`src/rtl/cpu_pipe_pkg.sv`:
```
// Shared defaults for the pipeline register chain and the helper that sizes occupancy counters.
package cpu_pipe_pkg;

    localparam int unsigned DefWidth = 32;
    localparam int unsigned DefDepth = 4;
    localparam int unsigned DefCntW  = 16;
    localparam logic [DefWidth-1:0] DefBubble = '0;

    // Bits needed to hold any value in 0..n.
    function automatic int unsigned cnt_width(input int unsigned n);
        return (n < 1) ? 1 : $clog2(n + 1);
    endfunction

endpackage

```
`src/rtl/pipe_stage_reg.sv`:
```
// One pipeline stage: valid bit plus payload with flush > stall > load > advance priority.
module pipe_stage_reg
    import cpu_pipe_pkg::*;
#(
    parameter int unsigned      WIDTH  = DefWidth,
    parameter logic [WIDTH-1:0] BUBBLE = WIDTH'(DefBubble)
) (
    input  logic             clk_i,
    input  logic             rst_i,
    input  logic             flush_i,
    input  logic             stall_i,
    input  logic             load_i,
    input  logic             adv_i,
    input  logic [WIDTH-1:0] data_i,
    output logic             valid_o,
    output logic [WIDTH-1:0] data_o
);

    logic             valid_q, valid_d;
    logic [WIDTH-1:0] data_q, data_d;

    always_comb begin
        valid_d = valid_q;
        data_d  = data_q;
        if (flush_i) begin
            valid_d = 1'b0;
            data_d  = BUBBLE;
        end else if (stall_i) begin
            valid_d = valid_q;
        end else if (load_i) begin
            valid_d = 1'b1;
            data_d  = data_i;
        end else if (adv_i) begin
            valid_d = 1'b0;
            data_d  = BUBBLE;
        end
    end

    always_ff @(posedge clk_i or negedge rst_i) begin
        if (!rst_i) begin
            valid_q <= 1'b0;
            data_q  <= BUBBLE;
        end else begin
            valid_q <= valid_d;
            data_q  <= data_d;
        end
    end

    assign valid_o = valid_q;
    assign data_o  = data_q;

endmodule

```
`src/rtl/pipe_stage_chain.sv`:
```
// DEPTH back-to-back valid/payload registers with per-stage stall/flush, end-to-end flow control,
// occupancy and a saturating count of entries dropped by flush.
module pipe_stage_chain
    import cpu_pipe_pkg::*;
#(
    parameter int unsigned      WIDTH  = DefWidth,
    parameter int unsigned      DEPTH  = DefDepth,
    parameter logic [WIDTH-1:0] BUBBLE = WIDTH'(DefBubble),
    parameter int unsigned      CNT_W  = DefCntW
) (
    input  logic                         clk_i,
    input  logic                         rst_i,
    input  logic                         in_valid_i,
    input  logic [WIDTH-1:0]             in_data_i,
    output logic                         in_ready_o,
    output logic                         out_valid_o,
    output logic [WIDTH-1:0]             out_data_o,
    input  logic                         out_ready_i,
    input  logic [DEPTH-1:0]             stall_i,
    input  logic [DEPTH-1:0]             flush_i,
    output logic [DEPTH-1:0]             stage_valid_o,
    output logic [DEPTH*WIDTH-1:0]       stage_data_o,
    output logic [cnt_width(DEPTH)-1:0]  count_o,
    output logic [CNT_W-1:0]             squash_cnt_o
);

    localparam int unsigned CountW = cnt_width(DEPTH);
    localparam int unsigned AddW   = cnt_width(2 * DEPTH);
    localparam int unsigned SumW   = ((CNT_W > AddW) ? CNT_W : AddW) + 1;
    localparam logic [CNT_W-1:0] CntMax = '1;

    logic [DEPTH-1:0] accept, adv, load;
    logic             down;

    // Accept ripples combinationally from the output port back to stage 0.
    always_comb begin
        accept = '0;
        adv    = '0;
        load   = '0;
        down   = out_ready_i;
        for (int k = int'(DEPTH) - 1; k >= 0; k--) begin
            adv[k]    = stage_valid_o[k] & ~flush_i[k] & ~stall_i[k] & down;
            accept[k] = flush_i[k] | (~stall_i[k] & (~stage_valid_o[k] | adv[k]));
            down      = accept[k];
        end
        load[0] = in_valid_i & accept[0];
        for (int k = 1; k < int'(DEPTH); k++) begin
            load[k] = adv[k-1];
        end
    end

    for (genvar k = 0; k < DEPTH; k++) begin : g_stage
        logic [WIDTH-1:0] d_in;
        if (k == 0) begin : g_head
            assign d_in = in_data_i;
        end else begin : g_body
            assign d_in = stage_data_o[(k-1)*WIDTH +: WIDTH];
        end

        pipe_stage_reg #(
            .WIDTH  (WIDTH),
            .BUBBLE (BUBBLE)
        ) u_stage (
            .clk_i   (clk_i),
            .rst_i   (rst_i),
            .flush_i (flush_i[k]),
            .stall_i (stall_i[k]),
            .load_i  (load[k]),
            .adv_i   (adv[k]),
            .data_i  (d_in),
            .valid_o (stage_valid_o[k]),
            .data_o  (stage_data_o[k*WIDTH +: WIDTH])
        );
    end

    assign in_ready_o  = accept[0];
    assign out_valid_o = stage_valid_o[DEPTH-1];
    assign out_data_o  = stage_data_o[(DEPTH-1)*WIDTH +: WIDTH];

    always_comb begin
        count_o = '0;
        for (int k = 0; k < int'(DEPTH); k++) begin
            count_o = count_o + CountW'(stage_valid_o[k]);
        end
    end

    // Drops: entries held in a flushed stage plus entries moving into a flushed stage.
    logic [AddW-1:0]  squash_add;
    logic [SumW-1:0]  squash_sum;
    logic [CNT_W-1:0] squash_q, squash_d;

    always_comb begin
        squash_add = '0;
        for (int k = 0; k < int'(DEPTH); k++) begin
            squash_add = squash_add + AddW'(stage_valid_o[k] & flush_i[k])
                                    + AddW'(load[k] & flush_i[k]);
        end
        squash_sum = SumW'(squash_q) + SumW'(squash_add);
        squash_d   = (squash_sum > SumW'(CntMax)) ? CntMax : squash_sum[CNT_W-1:0];
    end

    always_ff @(posedge clk_i or negedge rst_i) begin
        if (!rst_i) begin
            squash_q <= '0;
        end else begin
            squash_q <= squash_d;
        end
    end

    assign squash_cnt_o = squash_q;

endmodule
```
`config.mk`:
```
export PLATFORM = sky130hd
export DESIGN_NAME = pipe_stage_chain
export DESIGN_NICKNAME = d
export VERILOG_FILES = /design/src/rtl/cpu_pipe_pkg.sv /design/src/rtl/pipe_stage_reg.sv /design/src/rtl/pipe_stage_chain.sv
export SDC_FILE = /design/constraint.sdc
export NUM_CORES = 1
export LEC_CHECK = 0
export ABC_AREA = 1
export CAP_MARGIN = 20
export CORE_UTILIZATION = 46
export CTS_BUF_LIST = sky130_fd_sc_hd__clkbuf_8 sky130_fd_sc_hd__clkbuf_16
export DETAILED_ROUTE_END_ITERATION = 10
export PLACE_DENSITY = 0.8
export SLEW_MARGIN = 10
export SYNTH_ARGS = -nofsm -noshare
export SYNTH_HDL_FRONTEND = slang
export SYNTH_SLANG_ARGS = --single-unit
```
`constraint.sdc`:
```
create_clock -name clk_i -period 4.6 [get_ports clk_i]
set_clock_uncertainty 0.1 [all_clocks]
set_input_delay 1.15 -clock clk_i [delete_from_list [all_inputs] [get_ports clk_i]]
set_output_delay 1.15 -clock clk_i [all_outputs]
set_load 0.03 [all_outputs]
```
* Word-level counts from Yosys, hierarchy flattened *
Cells that the tools add are included.

storage, ports and cells
  memory bits (read-only) = 0
  memories = 0
  logic and storage cells = 111
  register bits after elaboration = 148
  latch bits = 0
  output and inout port bits = 185
  bits in writable memories = 0

cells by class
  magnitude comparators = 1
  multiplexer cells = 33
  $mul = 0
  shifts and indexed selects = 0
  add/sub/neg operators = 11
  divide/modulo/power cells = 0
  equal/unequal tests = 4
  reduce and logical (&&, ||, !) cells = 8
  bitwise operators = 45

operators with widths
  kind                    count
  $mux W32                16
  $and A1 B1 Y1           25
  $add A16 B4 Y17         1
  $gt A17 B16 Y1 const B  1
  $add A4 B1 Y4           4
  $mux W1                 16
  $mux W16                1
  $not A1 Y1              12
  $reduce_bool A3 Y1      4
  $ne A2 B1 Y1 const B    4
  $or A1 B1 Y1            8
  $reduce_and A2 Y1       4
  $add A2 B1 Y3           2
  $add A1 B1 Y2           2
  $add A3 B1 Y4           1
  $add A3 B1 Y3           1

* Longest topological paths before layout *
Gate-level depths: netlist of run 1.

  word-level depth = 31
  gate-level depth with buffers = 20

* By module *
A second synthesis of run 1 with hierarchy kept.

unflattened totals
  cells, all modules = 775
  area total of the unflattened synthesis = 6994.2 sq um

by module, submodules not included
  module            cells each  times used  area each (sq um)
  pipe_stage_reg    145         4           1362.6
  pipe_stage_chain  195         1           1544.0

* Least setup slack after synthesis of run 1 *
Ideal clock, no wire load.

  path kind = input port to flip-flop
  from = input flush_i[3]
  to = register squash_q[15], in the netlist squash_cnt_o[15]
  slack = -0.088 ns
  arrival = 4.519 ns
  setup time = 0.069 ns
  cell stages on the path = 20
  path buffers = 1
  cell sequence = inv_1 -> nor4_1 -> fa_1 -> inv_1 -> fa_1 -> inv_1 -> fa_1 -> fa_1 -> inv_1 -> fa_1 -> inv_1 -> nand3_1 -> nand2_1 -> nand2_2 -> nor2_2 -> inv_2 -> nor2_4 -> nand4_4 -> buf_6 -> nand3_1

on the way
  longest elaborated chain between the ends = 31
  elaborated cells between the ends (all ways) = 35
  classes of those cells = add/sub (8); order compare (1); mux (1); bitwise (25)

RTL lines
  element                     RTL line                 RTL
  from (decl)                 pipe_stage_chain.sv:20   input logic [DEPTH-1:0] flush_i,
  $not A1 Y1                  pipe_stage_chain.sv:42   adv[k] = stage_valid_o[k] & ~flush_i[k] & ~stall_i[k] & down;
  $and A1 B1 Y1 (3 in a row)  pipe_stage_chain.sv:42
  $or A1 B1 Y1                pipe_stage_chain.sv:43   accept[k] = flush_i[k] | (~stall_i[k] & (~stage_valid_o[k] | adv[k]));
  $and A1 B1 Y1               pipe_stage_chain.sv:43
  $or A1 B1 Y1                pipe_stage_chain.sv:43
  $and A1 B1 Y1               pipe_stage_chain.sv:42
  $or A1 B1 Y1                pipe_stage_chain.sv:43
  $and A1 B1 Y1               pipe_stage_chain.sv:43
  [14 not listed]             n/a
  $add A4 B1 Y4               pipe_stage_chain.sv:95   squash_add = squash_add + AddW'(stage_valid_o[k] & flush_i[k])
  $add A4 B1 Y4               pipe_stage_chain.sv:96   + AddW'(load[k] & flush_i[k]);
  $add A4 B1 Y4               pipe_stage_chain.sv:95
  $add A4 B1 Y4 (*)           pipe_stage_chain.sv:96
  $add A16 B4 Y17 (*)         pipe_stage_chain.sv:98   squash_sum = SumW'(squash_q) + SumW'(squash_add);
  $gt A17 B16 Y1              pipe_stage_chain.sv:99   squash_d = (squash_sum > SumW'(CntMax)) ? CntMax : squash_sum[CNT_W-1:0];
  $mux W16 (*)                pipe_stage_chain.sv:99
  named net squash_d[15]      pipe_stage_chain.sv:90   logic [CNT_W-1:0] squash_q, squash_d;
  to (signal assigned)        pipe_stage_chain.sv:106  squash_q <= squash_d;
  to (decl)                   pipe_stage_chain.sv:90

Mark *: on every way through the listed nets, which the timed path passes. The rest lies on a longest branch.
A chain may end at the register's enable or synchronous reset.

* Final worst setup path of run 1 *
  from = input flush_i[3]
  to = register squash_q[8], in the netlist squash_cnt_o[8]

The elaborated chain is that of the path after synthesis.

==> results of run 1 <==
cell usage after synthesis, types with 3 or more instances:
| master | instances | area, um^2 |
|---|---|---|
| a21oi_1 | 4 | 20.0 |
| buf_2 | 11 | 55.1 |
| buf_4 | 44 | 330 |
| buf_6 | 17 | 191 |
| dfrtp_1 | 148 | 3700 |
| fa_1 | 6 | 120 |
| ha_1 | 8 | 100 |
| inv_1 | 130 | 488 |
| inv_2 | 3 | 11.3 |
| nand2_1 | 96 | 360 |
| nand2_2 | 3 | 18.8 |
| nand2_4 | 4 | 45.0 |
| nand3_1 | 42 | 210 |
| nand4_1 | 35 | 219 |
| nor2_1 | 15 | 56.3 |
| nor2_4 | 4 | 45.0 |
| nor3_1 | 3 | 15.0 |
| o21ai_0 | 9 | 45.0 |
| o21ai_1 | 10 | 50.1 |
| o21ai_2 | 20 | 175 |
| o22ai_1 | 63 | 394 |
| xor2_1 | 3 | 26.3 |
critical path, delay by kind of cell:
family	cells	cell delay, ns
adders and majority gates	5	2.06
and+or+nand+nor	7	0.77
buffers and inverters	7	0.57
AOI/OAI and AO/OA	1	0.13
state kept, by name, summed over array words and instances, names as in the netlist:
signal                   count
g_stage.u_stage.data_o     128
squash_cnt_o                16
g_stage.u_stage.valid_o      4
how the worst max path moves through the flow:
stage | from | end | slack [ns]
after floorplan | flush_i[2] | squash_cnt_o[15]$_DFF_PN0_ | 0.02
after global placement | flush_i[3] | squash_cnt_o[9]$_DFF_PN0_ | -0.48
after detailed placement | flush_i[3] | squash_cnt_o[8]$_DFF_PN0_ | -0.55
after CTS | flush_i[3] | squash_cnt_o[14]$_DFF_PN0_ | 0.06
after global routing | flush_i[1] | squash_cnt_o[8]$_DFF_PN0_ | -0.02
final | flush_i[3] | squash_cnt_o[8]$_DFF_PN0_ | 0.17
placed cells by master (no fill, tap or decap), drive strengths merged, types with 2 or more instances in the layout:
master	synthesis	layout
fa	6	6
dfrtp	148	148
nor3	4	4
o21ai	39	39
ha	8	8
inv	134	137
clkinv	1	2
o22ai	65	65
nand4	36	37
a21oi	5	5
clkinvlp	0	2
clkbuf	0	21
nor2	21	21
buf	72	27
nand3b	4	4
nand3	45	45
xnor2	2	2
bufinv	0	3
nand2	103	103
clkdlybuf4s50	0	221
xor2	3	3
clkdlybuf4s15	0	2
dlygate4sd2	0	2
final cells by class:
class                   count  area share [%]
flip-flops and latches    148            38.1
multi-input cells         346            22.5
repair buffers            252            25.4
diodes                      1          0.0258
inverters                 135            5.28
clock buffers              21            4.94
well taps                 184            2.37
clock inverters             9            1.31
power by group through the flow:
stage	sequential [mW]	clock, mW	combinational (mW)
finish	1.41	1.43	0.598
global route	1.42	1.50	0.647
CTS	1.42	1.45	0.598
detailed placement	1.44	0	0.591
global placement	1.44	0	0.587
floorplan	1.54	0	0.239
per-stage QoR:
step	util [%]	std cells	hold WS, ns
5_1_grt	66.6	1095	0.448
3_5_place_dp	62.0	1062	0.402
2_1_floorplan	-	700	0.411
4_1_cts	66.3	1094	0.416
6_report	66.6	1096	0.419
3_3_place_gp	62.0	1062	0.395
cell families after synthesis:
logic type      synth area share, %
compound gates                 10.9
buf+inv                        15.7
simple gates                   16.1
fa+ha+maj                      3.18
xor+xnor                      0.633
flops                          53.5
per-layer routing:
| layer | share of wire [%] | wire (um) |
|---|---|---|
| met5 | 0.068 | 13 |
| met1 | 44 | 8400 |
| met3 | 5.9 | 1130 |
| met2 | 48 | 9220 |
| met4 | 1.7 | 322 |
repair_timing:
| item | CTS | global route |
|---|---|---|
| setup endpoints to repair | 16 | 16 |
| pin swaps | 7 | 10 |
| buffers inserted | 1 | 1 |
| cloned | 1 | 0 |
| resized for setup | 7 | 12 |
==> flow_summary.toml, run 1 <==
[sta]
max_clock_freq_mhz = 226
setup_tns_ns = 0
fin_crit_ns = 4.43
hold_viol = 0
maxSlewHeadroom_pct = 27.2
tightest_slew_ns = 1.09
min_period_over_period_pct = 96.3
drv_slew = 0
fin_ws_ns = 0.169
setup_viol = 0

[power]
p_clk_share_pct = 41.5
p_per_area_mw_per_mm2 = 354
p_switching_mw = 0.943
p_int_mw = 2.50
p_seq_share_pct = 41.1
p_leak_nw = 4.34
p_comb_share_pct = 17.4
p_total_mw = 3.44
swShare_pct = 27.4
max-vdd-ir-drop_mv = 0.223

[logic_synthesis]
synth_edf_count = 0
ys_ff_latch = 148
ys_types = 38
syn_avg_cell_area_um2 = 9.88
synth_warnings = 0
synthArstFlopShare_pct = 100
synth-main-ff-cell = "dfrtp_1"
synthCells = 700
ys_seq_area_share_pct = 53.5
syn_area_mm2 = 0.00692
syn_nets = 758

[layout]
drive_gt1_share_pct = 13.0
fin_nets = 958
area_growth_syn_to_layout_pct = 40.5
fillCellCount = 1140
multiInputGateArea_mm2 = 0.00219
regArea_mm2 = 0.00370
final_cell_area_mm2 = 0.00972

[setup_path]
crit_path_end_kind = "flip-flop"
r2r_end = "squash_cnt_o[8]$_DFF_PN0_"
cp_max_fo = 7
worstPathArrival_ns = 4.68
r2r_start = "g_stage[2].u_stage.valid_o$_DFFE_PN0P_"
path_common_cell = "inv_2"
worst_path_max_delay_cell = "fa_1"
worstPathRequired_ns = 4.84
rrSetupSlack_ns = 0.56
r2r_cells = 19
cp_slowest_stage_delay_ns = 0.51
path_class = "in -> reg"
cp_cell_sequence = "clkdlybuf4s15_1 > clkinvlp_4 > nor4_2 > fa_1 > inv_2 > fa_1 > inv_1 > fa_1 > fa_2 > inv_2 > fa_2 > inv_2 > nand3_2 > nand2_2 > nand2_2 > nor2_4 > inv_2 > nor2_4 > nand4_4 > o21ai_1"
critPathLaunchType = "input pin"

[placement]
place_congestion = 0.840
portBuffers = 228
place_area_mm2 = 0.00904
post-dp-hpwl_um = 12800
pre_cts_slack_ns = -0.554

[detailed_routing]
wirelength_um = 19100
viasPerCell = 5.17
drc_errors = 0
drtPass1Iterations = 4
num_vias = 5664
wire_per_inst_um = 17.4
detail-route-antenna-nets = 0
initialDrtViolationCount = 281

[global_route]
top_usage_layer = "met2"
grt_overflow = 0
antenna_found_initial = 2
met1_usage_pct = 33.4
grt_pass1_vias = 5632
grt_pass1_wl_um = 30400
grt_use_met2_pct = 39.5
grt_max_degree = 90
grt_util_all_layers_pct = 25.1
grt_use_met3_pct = 6.19

[floorplan]
core_mm2 = 0.0146
initial_core_util_pct = 47.4
die_h_um = 125
dieArea_mm2 = 0.0155
rows = 44
ios = 229
dieWidth_um = 125

[outcome]
status = "complete, no violations"

[flow_run]
maxCapViolCount = 0

[clock_network]
cts-root-buf = "clkbuf_16"
cts_made_buffers = 17
cts.reportedPaths.clkPinSlew_ns = 0.06
cts.sinks = 148
clk_latency_ns = 0.41
clockBufferDepth = 2
h-tree-depth = 4
tritoncts = "done"
postCtsHoldBufs = 0

[min_path]
whs_endpoint = "g_stage[1].u_stage.data_o[4]$_DFFE_PN0P_"
hold_start = "g_stage[0].u_stage.data_o[4]$_DFFE_PN0P_"
whs_path_depth = 2
hp-class = "reg -> reg"
(Power assumes the default switching activity.)
==> run 2, diff against run 1 <==
--- a/config.mk
+++ b/config.mk
@@ -5,12 +5,11 @@
 export SDC_FILE = /design/constraint.sdc
 export NUM_CORES = 1
 export LEC_CHECK = 0
-export ABC_AREA = 1
 export CAP_MARGIN = 20
 export CORE_UTILIZATION = 46
 export CTS_BUF_LIST = sky130_fd_sc_hd__clkbuf_8 sky130_fd_sc_hd__clkbuf_16
 export DETAILED_ROUTE_END_ITERATION = 10
-export PLACE_DENSITY = 0.8
+export PLACE_DENSITY = 0.81
 export SLEW_MARGIN = 10
 export SYNTH_ARGS = -nofsm -noshare
 export SYNTH_HDL_FRONTEND = slang
==> run 2 against run 1 <==
- clock power shrank 3%
- register-to-register slack got worse by 0.04 ns
- via count shrank 2.7%
- first-iteration DRC count grew 9.3%
- cell count is 13% lower
- flip-flop and latch count is the same
- largest cell class unchanged
==> flow_summary.toml, run 2 <==
[sta]
tightest_slew_ns = 0.961
min_period_over_period_pct = 98.1
max_clock_freq_mhz = 222
hold_viol = 0
drv_slew = 0
maxSlewHeadroom_pct = 35.9
setup_viol = 0
setup_tns_ns = 0
fin_ws_ns = 0.0871
fin_crit_ns = 4.51

[logic_synthesis]
synth-main-ff-cell = "dfrtp_1"
synth_mux_area_share_pct = 5.20
synth_compound_area_share_pct = 21.1
yosys.area_share.simple_pct = 7.00
synth_top_family_by_area = "compound AO/OA/AOI/OAI gates"
netlist.area_leader.share_pct = 54.5
synthCells = 563
synthArstFlopShare_pct = 100
synth_warnings = 0
synth_top_cells_by_count = "dfrtp_1 (148), a22o_1 (96), nand2_1 (41)"
synth_xor_area_share_pct = 0.129
syn_nets = 621
ys_types = 49
ys_ff_latch = 148
netlist_top_cells_area = "dfrtp_1 (55%), a22o_1 (12%), mux2i_1 (4.9%), buf_4 (4.1%), o211ai_1 (3.6%)"
syn_avg_cell_area_um2 = 12.1
synth_edf_count = 0
synth_fa_ha_area_share_pct = 3.24
ys_seq_area_share_pct = 54.5
yosysMostFrequentCell = "dfrtp_1"
syn_area_mm2 = 0.00679
yosys.area.top_type = "dfrtp_1"

[clock_network]
cts.sinks = 148
cts_made_buffers = 17
h-tree-depth = 4
cts-root-buf = "clkbuf_16"
clk_latency_ns = 0.42
cts.reportedPaths.clkPinSlew_ns = 0.06
tritoncts = "done"
clockBufferDepth = 2

[layout]
final_cell_area_mm2 = 0.00963
drive_gt1_share_pct = 10.6
largest_reg_flops = 128
mostFrequentLayoutCells = "clkdlybuf4s50_1 (223), dfrtp_1 (148), a22o_1 (96)"
layout.cells.non_filler = 957
layout_commonest_cell = "clkdlybuf4s50_1"
area_growth_syn_to_layout_pct = 41.9
fin_nets = 818

[min_path]
hp-class = "reg -> reg"
whs_path_depth = 1
whs_endpoint = "g_stage[1].u_stage.data_o[9]$_DFFE_PN0P_"
hold_start = "g_stage[0].u_stage.data_o[9]$_DFFE_PN0P_"

[setup_path]
path_class = "in -> reg"
rrSetupSlack_ns = 0.52
worstPathRequired_ns = 4.81
r2r_cells = 14
r2r_start = "g_stage[2].u_stage.valid_o$_DFFE_PN0P_"
r2r_end = "squash_cnt_o[12]$_DFF_PN0_"
worstPathArrival_ns = 4.72
crit_path_end_kind = "flip-flop"
cp_max_fo = 4
critPathLaunchType = "input pin"

[detailed_routing]
viasPerCell = 5.76
initialDrtViolationCount = 307
detail-route-antenna-nets = 0
wire_per_inst_um = 19.5
wirelength_um = 18700
num_vias = 5511
drtPass1Iterations = 5
drc_errors = 0

[power]
p_total_mw = 3.28
p_leak_nw = 4.31
p_per_area_mw_per_mm2 = 341
max-vdd-ir-drop_mv = 0.234

[floorplan]
dieWidth_um = 123
die_h_um = 123
dieArea_mm2 = 0.0153
initial_core_util_pct = 46.9
ios = 229
rows = 44
core_mm2 = 0.0145

[placement]
post-dp-hpwl_um = 13100
dp.cells = 924
place_congestion = 0.864
portBuffers = 228
place_area_mm2 = 0.00904
pre_cts_slack_ns = -0.669

[global_route]
antenna_found_initial = 1
grt_overflow = 0
grt_util_all_layers_pct = 25.6
grt_pass1_vias = 5503
grt_pass1_wl_um = 29200
grt_max_degree = 95

[flow_run]
maxCapViolCount = 0

[outcome]
status = "complete, no violations"
run 2: cell count changes after synthesis, moves of 11 or more:
cell / change
nand3_1: -38
o22ai_1: -63
nand2_1: -55
nand4_1: -33
inv_1: -112
a22o_1: +96
buf_2: +11
o21ai_2: -20
mux2i_1: +33
o211ai_1: +33
run 2: how the worst max path moves through the flow:
| stage | start | endpoint | slack [ns] | depth (start not counted) |
|---|---|---|---|---|
| after CTS | stall_i[2] | squash_cnt_o[12]$_DFF_PN0_ | 0.006 | 15 |
| after floorplan | flush_i[2] | squash_cnt_o[12]$_DFF_PN0_ | -0.13 | 15 |
| after global routing | flush_i[3] | squash_cnt_o[12]$_DFF_PN0_ | -0.0009 | 14 |
| after global placement | flush_i[2] | squash_cnt_o[12]$_DFF_PN0_ | -0.59 | 15 |
| final | flush_i[3] | squash_cnt_o[12]$_DFF_PN0_ | 0.09 | 14 |
| after detailed placement | stall_i[2] | squash_cnt_o[2]$_DFF_PN0_ | -0.67 | 15 |
run 2: power by group:
group          internal, mW  total (mW)  leakage, nW  switching (mW)
clock network         0.846        1.38        0.288           0.536
registers              1.35        1.40         2.04          0.0509
logic                 0.210       0.502         1.98           0.293
total                  2.40        3.28         4.31           0.879
run 2: area by class of cell:
type                    instances  area, um^2
flip-flops and latches        148        3700
clock buffers                  17         425
well taps                     184         230
fillers                      1096        4840
diodes                          1        2.50
clock inverters                14         161
multi-input cells             319        2550
inverters                      18        67.6
repair buffers                256        2490
run 2: logic make-up (layout without fill, tap and decap cells):
kind of cell | Yosys count | count (layout)
AND/OR/NAND/NOR | 91 | 91
XOR/XNOR | 1 | 1
multiplexers | 35 | 35
buffers and inverters | 96 | 305
other | 0 | 1
AO/OA/AOI/OAI | 178 | 178
flip-flops | 148 | 148
adder cells (fa/ha/maj) | 14 | 14
run 2: critical path, stage by stage:
cell,delay [ns]
dlygate4sd2_1,0.24
and2_4,0.14
fa_1,0.56
inv_2,0.04
fa_1,0.49
inv_2,0.04
fa_1,0.51
fa_2,0.22
inv_2,0.04
fa_2,0.36
nor2b_4,0.18
o31ai_4,0.07
or3_1,0.37
mux2_4,0.30
run 2: per-layer routing:
| metal | wire (um) | vias up | global-route usage [%] |
|---|---|---|---|
| li1 | - | 2441 | - |
| met1 | 7790 | 2824 | 32.1 |
| met2 | 9440 | 223 | 42.8 |
| met3 | 1180 | 23 | 7.20 |
| met4 | 282 | 0 | 7.91 |
| met5 | 0 | - | 0 |
run 2: metrics by stage:
step	hold WS (ns)	util [%]
floorplan	0.501	-
global placement	0.401	62.4
detailed placement	0.410	62.4
CTS	0.420	66.6
global route	0.443	66.5
finish	0.425	66.5
run 2: repair_timing:
item                       CTS  global route
pin swaps                    5             6
buffers inserted             1             0
gates resized for setup      9             4
hold buffers                 0             0
setup endpoints to repair   16             3
==> run 3, diff against run 2 <==
==> constraint.sdc (replaced) <==
create_clock -name clk_i -period 5 [get_ports clk_i]
set_clock_uncertainty 0.1 [all_clocks]
set_input_delay 1.25 -clock clk_i [delete_from_list [all_inputs] [get_ports clk_i]]
set_output_delay 1.25 -clock clk_i [all_outputs]
set_load 0.03 [all_outputs]
==> run 3 against run 2 <==
- core utilization increased by 0.24 points
- clock-buffer cell count up 4
- sequential share of layout area decreased by 0.14 points
- routed wire length down 0.67%
- global-route usage decreased by 0.55 points
==> flow_summary.toml, run 3 (synthesis gave the netlist of run 2 again) <==
[power]
p_total_mw = 3.09
p_seq_share_pct = 41.7
p_comb_share_pct = 15.0
p_switching_mw = 0.813
p_leak_nw = 4.35
max-vdd-ir-drop_mv = 0.228
p_int_mw = 2.27
p_clk_share_pct = 43.3
p_per_area_mw_per_mm2 = 319
swShare_pct = 26.3

[floorplan]
dieWidth_um = 123
rows = 44
dieArea_mm2 = 0.0153
initial_core_util_pct = 46.9
ios = 229
die_h_um = 123
core_mm2 = 0.0145

[detailed_routing]
drc_errors = 0
wirelength_um = 18600
initialDrtViolationCount = 304
drtPass1Iterations = 4
viasPerCell = 5.73
num_vias = 5481
detail-route-antenna-nets = 0
wire_per_inst_um = 19.4

[layout]
layout_commonest_cell = "clkdlybuf4s50_1"
drive_gt1_share_pct = 10.2
area_growth_syn_to_layout_pct = 42.4
fin_nets = 818
layout.cells.non_filler = 957
mostFrequentLayoutCells = "clkdlybuf4s50_1 (224), dfrtp_1 (148), a22o_1 (96)"
n_antenna_cell = 0
final_util_pct = 66.8
largest_reg_flops = 128

[placement]
post-dp-hpwl_um = 13000
dp.cells = 925
portBuffers = 228
place_congestion = 0.847

[clock_network]
cts_made_buffers = 17
cts.sinks = 148
cts-root-buf = "clkbuf_16"
clk_latency_ns = 0.41
postCtsHoldBufs = 0
cts.reportedPaths.clkPinSlew_ns = 0.06
h-tree-depth = 4
postCtsSetupBuffers = 0
clockBufferDepth = 2
tritoncts = "done"

[setup_path]
cp_max_fo = 2
worstPathRequired_ns = 5.20
worstPathArrival_ns = 5.03
r2r_start = "g_stage[2].u_stage.valid_o$_DFFE_PN0P_"
crit_path_end_kind = "flip-flop"
critPathLaunchType = "input pin"
r2r_cells = 14
path_class = "in -> reg"
r2r_end = "squash_cnt_o[12]$_DFF_PN0_"
rrSetupSlack_ns = 0.75

[sta]
max_clock_freq_mhz = 207
hold_viol = 0
setup_viol = 0
maxSlewHeadroom_pct = 32.9
tightest_slew_ns = 1.01
drv_slew = 0
grt_setup_unrepaired = "no"
min_period_over_period_pct = 96.6
whs_ns = 0.421
fin_crit_ns = 4.83

[flow_run]
maxCapViolCount = 0

[global_route]
antenna_found_initial = 0
grt_pass1_vias = 5421
grt_util_all_layers_pct = 25.0
grt_max_degree = 94
grt_overflow = 0
grt_pass1_wl_um = 28600

[min_path]
hp-class = "reg -> reg"
whs_endpoint = "g_stage[3].u_stage.data_o[18]$_DFFE_PN0P_"
whs_path_depth = 1
hold_start = "g_stage[2].u_stage.data_o[18]$_DFFE_PN0P_"

[outcome]
status = "complete, no violations"
-- run 3: per-layer routing --
metal  vias up  wire [um]  global-route usage, %
li1       2442          -                      -
met1      2795       8020                   31.1
met2       223       9190                   43.1
met3        21       1090                   5.35
met4         0        256                   8.66
met5         -          0                      0
-- run 3: power by group through the flow --
stage | clock network, mW | registers, mW | logic [mW]
after floorplan | 0 | 1.37 | 0.189
after global placement | 0 | 1.30 | 0.446
after detailed placement | 0 | 1.31 | 0.458
after CTS | 1.36 | 1.29 | 0.461
after global routing | 1.41 | 1.29 | 0.499
final | 1.33 | 1.29 | 0.463
-- run 3: how the worst max path moves through the flow --
stage,start,to,slack (ns),depth (start not counted)
after floorplan,flush_i[2],squash_cnt_o[12]$_DFF_PN0_,0.003,15
after global placement,flush_i[2],squash_cnt_o[12]$_DFF_PN0_,-0.39,15
after detailed placement,stall_i[2],squash_cnt_o[12]$_DFF_PN0_,-0.48,15
after CTS,stall_i[2],squash_cnt_o[12]$_DFF_PN0_,0.02,15
after global routing,flush_i[3],squash_cnt_o[12]$_DFF_PN0_,0.03,14
final,flush_i[3],squash_cnt_o[12]$_DFF_PN0_,0.17,14
-- run 3: cell type report --
type,instances,area (um^2)
clock buffers,21,480
clock inverters,11,149
fillers,1046,4810
inverters,18,67.6
multi-input cells,319,2540
flip-flops and latches,148,3700
well taps,184,230
repair buffers,256,2500
-- run 3: what timing repair did --
action                                  4_1_cts  5_1_grt
pin swaps                                     1        4
endpoints found under the hold margin         0        0
endpoints found under the setup margin        1       15
gates resized for setup                       1        9
gates cloned                                  0        0
-- run 3: through the flow --
| stage | setup WS [ns] | instance area [um^2] | setup TNS, ns |
|---|---|---|---|
| after floorplan | 0.00293 | 6790 | 0 |
| after global placement | -0.388 | 9010 | -4.74 |
| after detailed placement | -0.483 | 9010 | -6.59 |
| after CTS | 0.0220 | 9650 | 0 |
| after global routing | 0.0266 | 9670 | 0 |
| final | 0.172 | 9670 | 0 |
-- run 3: critical path, stage by stage --
cell             delay, ns
clkdlybuf4s50_1       0.42
and2_1                0.15
fa_1                  0.48
inv_1                 0.06
fa_1                  0.54
inv_1                 0.06
fa_1                  0.57
fa_2                  0.22
inv_2                 0.04
fa_2                  0.38
nor2b_4               0.13
o31ai_2               0.07
or3_1                 0.38
mux2_2                0.27
